===== src/rtl/led_pkg.sv =====
// led_pkg: shared types and reset constants for the LED driver.
//   led_mode_e   - per-channel run-time mode
//   LED_MODE_RST - mode every channel wakes up in
//   LED_DUTY_RST - duty every channel wakes up with
//   clog2_min1   - $clog2 clamped to at least 1 bit
package led_pkg;

  typedef enum logic [1:0] {
    MODE_OFF   = 2'd0,
    MODE_ON    = 2'd1,
    MODE_BLINK = 2'd2,
    MODE_PWM   = 2'd3
  } led_mode_e;

  // ON out of reset so the block behaves as "LED follows sel".
  localparam led_mode_e   LED_MODE_RST = MODE_ON;
  localparam int unsigned LED_DUTY_RST = 0;

  function automatic int unsigned clog2_min1(input int unsigned n);
    return (n > 1) ? $clog2(n) : 1;
  endfunction

endpackage


===== src/rtl/led_tick_gen.sv =====
// led_tick_gen: shared time base for all LED channels.
//   clk, rst_n  - clock, async active-low reset
//   tick_int    - registered one-cycle tick, every DIV clocks
//   blink_phase - toggles every BLINK_TICKS ticks
//   pwm_cnt     - free-running PWM_BITS counter, advances per tick
// All counters step on the same edge that raises tick_int, so blink_phase
// and pwm_cnt change together with the visible tick.
module led_tick_gen
  import led_pkg::*;
#(
  parameter int unsigned DIV         = 100000,
  parameter int unsigned BLINK_TICKS = 8,
  parameter int unsigned PWM_BITS    = 4
) (
  input  logic                clk,
  input  logic                rst_n,
  output logic                tick_int,
  output logic                blink_phase,
  output logic [PWM_BITS-1:0] pwm_cnt
);

  localparam int unsigned DIV_W = clog2_min1(DIV);
  localparam int unsigned BLK_W = clog2_min1(BLINK_TICKS);

  logic [DIV_W-1:0]    div_cnt_q, div_cnt_d;
  logic [BLK_W-1:0]    blink_cnt_q, blink_cnt_d;
  logic                phase_q, phase_d;
  logic [PWM_BITS-1:0] pwm_cnt_q, pwm_cnt_d;
  logic                tick_q;
  logic                div_wrap, blink_wrap;

  always_comb begin
    div_wrap    = (div_cnt_q == DIV_W'(DIV - 1));
    blink_wrap  = (blink_cnt_q == BLK_W'(BLINK_TICKS - 1));
    div_cnt_d   = div_wrap ? '0 : div_cnt_q + DIV_W'(1);
    blink_cnt_d = blink_cnt_q;
    phase_d     = phase_q;
    pwm_cnt_d   = pwm_cnt_q;
    if (div_wrap) begin
      blink_cnt_d = blink_wrap ? '0 : blink_cnt_q + BLK_W'(1);
      phase_d     = blink_wrap ? ~phase_q : phase_q;
      pwm_cnt_d   = pwm_cnt_q + PWM_BITS'(1);  // wraps naturally
    end
  end

  always_ff @(posedge clk or negedge rst_n) begin
    if (!rst_n) begin
      div_cnt_q   <= '0;
      blink_cnt_q <= '0;
      phase_q     <= 1'b0;
      pwm_cnt_q   <= '0;
      tick_q      <= 1'b0;
    end else begin
      div_cnt_q   <= div_cnt_d;
      blink_cnt_q <= blink_cnt_d;
      phase_q     <= phase_d;
      pwm_cnt_q   <= pwm_cnt_d;
      tick_q      <= div_wrap;
    end
  end

  assign tick_int    = tick_q;
  assign blink_phase = phase_q;
  assign pwm_cnt     = pwm_cnt_q;

endmodule


===== src/rtl/led_ctrl.sv =====
// led_ctrl: NUM_LEDS-channel LED driver with OFF/ON/BLINK/PWM modes.
//   clk, rst_n - clock, async active-low reset
//   sel        - per-channel gate, led[i] = sel[i] & pattern[i]
//   cfg_we     - one-cycle config write strobe
//   cfg_idx    - channel to write
//   cfg_mode   - new mode (led_mode_e)
//   cfg_duty   - new PWM duty
//   cfg_err    - one-cycle pulse after a write with cfg_idx >= NUM_LEDS
//   tick       - registered time-base tick
//   led        - registered LED drive, active high
module led_ctrl
  import led_pkg::*;
#(
  parameter  int unsigned NUM_LEDS    = 3,
  parameter  int unsigned DIV         = 100000,
  parameter  int unsigned BLINK_TICKS = 8,
  parameter  int unsigned PWM_BITS    = 4,
  localparam int unsigned IDX_W       = clog2_min1(NUM_LEDS)
) (
  input  logic                clk,
  input  logic                rst_n,
  input  logic [NUM_LEDS-1:0] sel,
  input  logic                cfg_we,
  input  logic [IDX_W-1:0]    cfg_idx,
  input  logic [1:0]          cfg_mode,
  input  logic [PWM_BITS-1:0] cfg_duty,
  output logic                cfg_err,
  output logic                tick,
  output logic [NUM_LEDS-1:0] led
);

  logic                tick_int;
  logic                blink_phase;
  logic [PWM_BITS-1:0] pwm_cnt;
  logic [NUM_LEDS-1:0] pattern;
  logic [NUM_LEDS-1:0] led_q;
  logic                cfg_err_q;
  logic                idx_bad;

  led_tick_gen #(
    .DIV         (DIV),
    .BLINK_TICKS (BLINK_TICKS),
    .PWM_BITS    (PWM_BITS)
  ) u_tick_gen (
    .clk         (clk),
    .rst_n       (rst_n),
    .tick_int    (tick_int),
    .blink_phase (blink_phase),
    .pwm_cnt     (pwm_cnt)
  );

  assign idx_bad = (32'(cfg_idx) >= 32'(NUM_LEDS));

  for (genvar i = 0; i < NUM_LEDS; i++) begin : g_ch
    led_mode_e           mode_q, mode_d;
    logic [PWM_BITS-1:0] duty_q, duty_d;
    logic                pat;

    // Out-of-range indices never match any channel, so a bad write is a no-op.
    always_comb begin
      mode_d = mode_q;
      duty_d = duty_q;
      if (cfg_we && (32'(cfg_idx) == 32'(i))) begin
        mode_d = led_mode_e'(cfg_mode);
        duty_d = cfg_duty;
      end
    end

    always_ff @(posedge clk or negedge rst_n) begin
      if (!rst_n) begin
        mode_q <= LED_MODE_RST;
        duty_q <= PWM_BITS'(LED_DUTY_RST);
      end else begin
        mode_q <= mode_d;
        duty_q <= duty_d;
      end
    end

    always_comb begin
      pat = 1'b0;
      case (mode_q)
        MODE_OFF:   pat = 1'b0;
        MODE_ON:    pat = 1'b1;
        MODE_BLINK: pat = blink_phase;
        MODE_PWM:   pat = (pwm_cnt < duty_q);
        default:    pat = 1'b0;
      endcase
    end

    assign pattern[i] = pat;
  end

  always_ff @(posedge clk or negedge rst_n) begin
    if (!rst_n) begin
      led_q     <= '0;
      cfg_err_q <= 1'b0;
    end else begin
      led_q     <= sel & pattern;
      cfg_err_q <= cfg_we & idx_bad;
    end
  end

  assign led     = led_q;
  assign cfg_err = cfg_err_q;
  assign tick    = tick_int;

endmodule


===== config.mk =====
export PLATFORM = sky130hd
export DESIGN_NAME = led_ctrl
export DESIGN_NICKNAME = d
export VERILOG_FILES = /design/src/rtl/led_pkg.sv /design/src/rtl/led_tick_gen.sv /design/src/rtl/led_ctrl.sv
export SDC_FILE = /design/constraint.sdc
export NUM_CORES = 1
export LEC_CHECK = 0
export BUFFER_PORTS_ARGS = -buffer_cell sky130_fd_sc_hd__clkbuf_2
export CORE_MARGIN = 2
export CORE_UTILIZATION = 55
export CTS_BUF_LIST = sky130_fd_sc_hd__clkbuf_8
export DETAILED_ROUTE_END_ITERATION = 10
export GPL_TIMING_DRIVEN = 0
export PLACE_DENSITY = 0.71
export SYNTH_ARGS = -nofsm -noshare
export SYNTH_HDL_FRONTEND = slang
export SYNTH_SLANG_ARGS = --single-unit

===== constraint.sdc =====
create_clock -name clk -period 2.4 [get_ports clk]
set_clock_uncertainty 0.15 [all_clocks]
set_input_delay 0.48 -clock clk [delete_from_list [all_inputs] [get_ports clk]]
set_output_delay 0.48 -clock clk [all_outputs]
set_load 0.03 [all_outputs]

# Word level (Yosys, flattened, before mapping)
# Cells that the tools add are included.
[word_totals]
elab_cells = 49
output_inout_bits = 5
reg_bits = 48
[op_classes]
order_cmp = 4
bitwise_logic = 3
eq_ne = 13
mux = 5
add_sub_neg = 3
reduce_logical = 8
[op_table]
columns = ["op", "n"]
rows = [
  ["17-bit by 1-bit adder with 17-bit output (second input constant)", 1],
  ["17-bit == test (second input constant)", 1],
  ["17-bit two-way mux", 1],
  ["2-bit == test (second input constant)", 7],
  ["4-bit less-than comparator", 3],
  ["1-bit case mux with 4 select lines", 3],
  ["2-bit by 1-bit == test with 1-bit output (second input constant)", 4],
  ["2-bit zero test", 4],
  ["4-bit by 1-bit adder with 4-bit output (second input constant)", 1],
  ["3-bit by 1-bit adder with 3-bit output (second input constant)", 1],
  ["3-bit bitwise AND", 1],
  ["3-bit == test (second input constant)", 1],
  ["1-bit logical AND", 3],
  ["3-bit two-way mux", 1],
  ["2-bit greater-or-equal comparator (second input constant)", 1],
  ["2-bit AND reduction", 1],
  ["1-bit bitwise AND", 1],
  ["1-bit NOT", 1],
]

# Longest topological paths before layout
[depth]
word_depth = 3
depth_mapped = 7

# Modules after synthesis
# From an unflattened synthesis, not the netlist that was laid out.
[hier_totals]
cells_unflattened = 193
area_unflattened_um2 = 2317.2
[modules_own_cells]
columns = ["module", "n_inst", "seq_area_each_um2", "area_per_inst_um2", "cells_per_inst"]
rows = [
  ["led_tick_gen", 1, 650.6, 1226.2, 104],
  ["led_ctrl", 1, 554.3, 1091.0, 89],
]

# Worst setup path after synthesis
# Ideal clock, no wire load.
[synth_path]
kind = "register -> register"
start = "register u_tick_gen.div_cnt_q[0]"
end = "register u_tick_gen.pwm_cnt_q[3] (netlist: u_tick_gen.pwm_cnt[3])"
required_time_ps = 2171
arrival_time_ps = 1465
n_path_buf = 2
path_slack_ps = 706
stages_incl_launch_ff = 8
cell_sequence = "dfrtp_1 > ha_1 > buf_4 > and4_1 > nand4_2 > buf_6 > nor2_2 > xor2_1"
[synth_via]
elab_chain_cells = 1
[synth_rtl]
columns = ["item", "line_no", "text"]
rows = [
  ["from (decl)", "led_tick_gen.sv:25", "logic [DIV_W-1:0] div_cnt_q, div_cnt_d;"],
  ["from (signal assigned)", "led_tick_gen.sv:54", "div_cnt_q <= div_cnt_d;"],
  ["17-bit == test", "led_tick_gen.sv:33", "div_wrap = (div_cnt_q == DIV_W'(DIV - 1));"],
  ["to (signal assigned)", "led_tick_gen.sv:57", "pwm_cnt_q <= pwm_cnt_d;"],
  ["to (decl)", "led_tick_gen.sv:28", "logic [PWM_BITS-1:0] pwm_cnt_q, pwm_cnt_d;"],
]
# No other way between the ends.
# A chain may end at the register's enable or synchronous reset.

# Final worst setup path
# Ends and elaborated chain as after synthesis.

==> metrics.yaml <==
core_um2: 4060
dp_hpwl_um: 3050
fin_crit_sh_pct: 81.1
via_per_inst: 5.49
arrival_ps: 2020
synthTopCellsByArea: "dfrtp_1, mux2_2, ha_1"
cp-start-kind: "flop"
top_layer: "met4"
htreeDepth: 2
synth_area_um2: 2340
path_clk_slew_ps: 90
synthCells: 200
synth.top_cell.area_share_pct: 48.1
required_ps: 2480
gp_congestion: 0.803
fill_cells: 333
row_count: 23
grt_pass1_wl_um: 7580
yosysSeqAreaShare_pct: 51.4
wl_met3_um: 163
cts.sinks: 48
status: "completed"
fin_tns_setup_ps: 0
area_growth_pct: 12.2
grt_setup_unrepaired: "false"
yosys.area.top_type: "dfrtp_1"
diodes: 0
cts.hold.buffers_added: 0
die_area_um2: 4800
criticalPathCategory: "reg2reg"
end_kind: "flop"
vias: 1516
firstDrtPassIters: 4
worstPathCellList: "ha_1 > buf_4 > and4_1 > nand4_2 > buf_6 > nor2_2 > xor2_1"
clk_latency_ps: 300
setup_viol: 0
dp.cells: 268
slew_headroom_pct: 23.6
antenna_left: 0
die_x_um: 69.3
slew_viol_final: 0
drc: 0
fin_cells: 276
drv_cap: 0
register_area_um2: 1200
grt_max_degree: 49
start_util_pct: 57.7
drive_gt1_share_pct: 27.0
cts-root-buf: "clkbuf_8"
cts_tree: "built"
port_buffers: 18
hold_class: "in2async"
drt-initial-drc-count: 65
wl_met2_um: 2200
multi_input_area_um2: 1070
worst_pin_slew_ps: 1150
cp_max_fo: 10
avgRoutedWirePerCell_um: 15.2
grtUsageTotal_pct: 19.8
critPathSlowestCell: "dfrtp_1"
p_leak_nw: 1.30
clk_path_buf_depth: 2
finalCriticalPeriod_ps: 1950
antenna_found_initial: 0
powerDensity_nw_per_um2: 673
wl_met1_um: 1800
cp_slowest_stage_delay_ps: 470
grt_pass1_vias: 1598
syn_area_per_cell_um2: 11.7
grt_overflow: 0
cts_resized: 0
nNetsFinal: 252
hold_slack_ps: 237
peakVddDrop_mv: 0.421
postSynthNetCount: 227
cts_setup_buffers: 0
fmax_mhz: 514
die_h_um: 69.3
synth_cell_types: 41
hold_viol: 0
ys_ff_latch: 48
cts_buffers: 5
wl_um: 4200
io-pin-count: 19
synth_warnings: 0
## sequential cells by signal (all words and copies together) (netlist names)
register                flops
u_tick_gen.div_cnt_q       17
g_ch.duty_q                12
g_ch.mode_q                 6
u_tick_gen.pwm_cnt          4
led                         3
u_tick_gen.blink_cnt_q      3
cfg_err                     1
u_tick_gen.blink_phase      1
u_tick_gen.tick_int         1
## cell usage after synthesis (all sizes together)
cell type,number
nand2b,3
buf,3
and4,2
nand4bb,1
o211a,3
nor4,2
or4,2
nand4,9
a21o,3
nand2,15
nand3b,2
dfstp,3
a21oi,4
a31oi,1
and3,4
nor3b,1
inv,12
xor2,7
mux2,18
dfrtp,45
xnor2,8
nand3,13
o21ai,9
or3,1
nor2,11
ha,13
and4bb,2
nor4b,2
and2,1
## metrics by stage
step	instance area, um2	utilization, %	setup slack, ps	total power [mW]
after floorplan	2340	-	706	1.05
after global placement	2490	61.5	487	1.10
after detailed placement	2490	61.5	436	1.12
after CTS	2630	64.8	426	1.79
after global routing	2630	64.8	280	1.86
final	2630	64.8	453	1.77
## cell families (layout without fill, tap and decap cells)
logic type / after synthesis / count (layout) / synth area share [%]
AOI/OAI and AO/OA: 20 / 20 / 5.29
xor gates and xnor gates: 15 / 15 / 5.61
adders and majority gates: 13 / 13 / 6.94
buffers and inverters: 15 / 41 / 2.94
DFF: 48 / 48 / 51.4
muxes: 18 / 18 / 8.65
and+or+nand+nor: 71 / 71 / 19.1
## final cells by class
class	instances	area share, %
clock inverters	3	2.43
well taps	50	2.38
plain buffers	3	0.905
flip-flops and latches	48	45.9
inverters	12	1.71
repair buffers	18	3.43
clock buffers	5	2.62
multi-input cells	137	40.7
## critical path: cells and delay by family, from the launching register on
kind	cells	cell delay [ps]
flops	1	470
fa+ha+maj	1	180
xor+xnor	1	160
simple gates	3	560
buf+inv	2	370
## worst paths after layout
check | from | end | slack, ps | cells after the start
worst max register to register | u_tick_gen.div_cnt_q[0]$_DFF_PN0_ | u_tick_gen.pwm_cnt[3]$_DFFE_PN0P_ | 450 | 7
worst min register to register | g_ch[0].duty_q[0]$_DFFE_PN0P_ | g_ch[0].duty_q[0]$_DFFE_PN0P_ | 360 | 1
worst min-delay path | rst_n | g_ch[0].duty_q[1]$_DFFE_PN0P_ | 240 | 1
worst max-delay path | u_tick_gen.div_cnt_q[0]$_DFF_PN0_ | u_tick_gen.pwm_cnt[3]$_DFFE_PN0P_ | 450 | 7
max in group asynchronous | rst_n | u_tick_gen.div_cnt_q[5]$_DFF_PN0_ | 1150 | 1
min in group clk | sel[2] | led[2]$_DFF_PN0_ | 250 | 2
## per-layer routing
layer	up-vias	GRT usage (%)
met5	-	0
met2	29	35.4
met4	0	5.88
met3	4	4.80
li1	764	-
met1	719	23.6
## power breakdown
| group | switching [mW] | internal [mW] |
|---|---|---|
| Sequential | 0.0371 | 0.879 |
| Combinational | 0.0927 | 0.0862 |
| Clock | 0.262 | 0.412 |
## cells in the final DEF (no fill, tap or decap), types with 2 or more instances in the layout
master,instances
and3_1,3
clkbuf_2,18
o21ai_0,8
ha_1,13
nand3b_1,2
clkbuf_8,5
dfrtp_1,45
nand2b_1,3
a21o_1,3
nor2_1,8
nor2_2,3
nand4_1,8
a21oi_1,4
dfstp_2,3
bufinv_16,2
xor2_1,7
inv_1,13
o211a_1,3
mux2_2,18
nand2_1,15
nand3_1,12
xnor2_1,8
No activity file was read; power rests on OpenSTA's default activity.
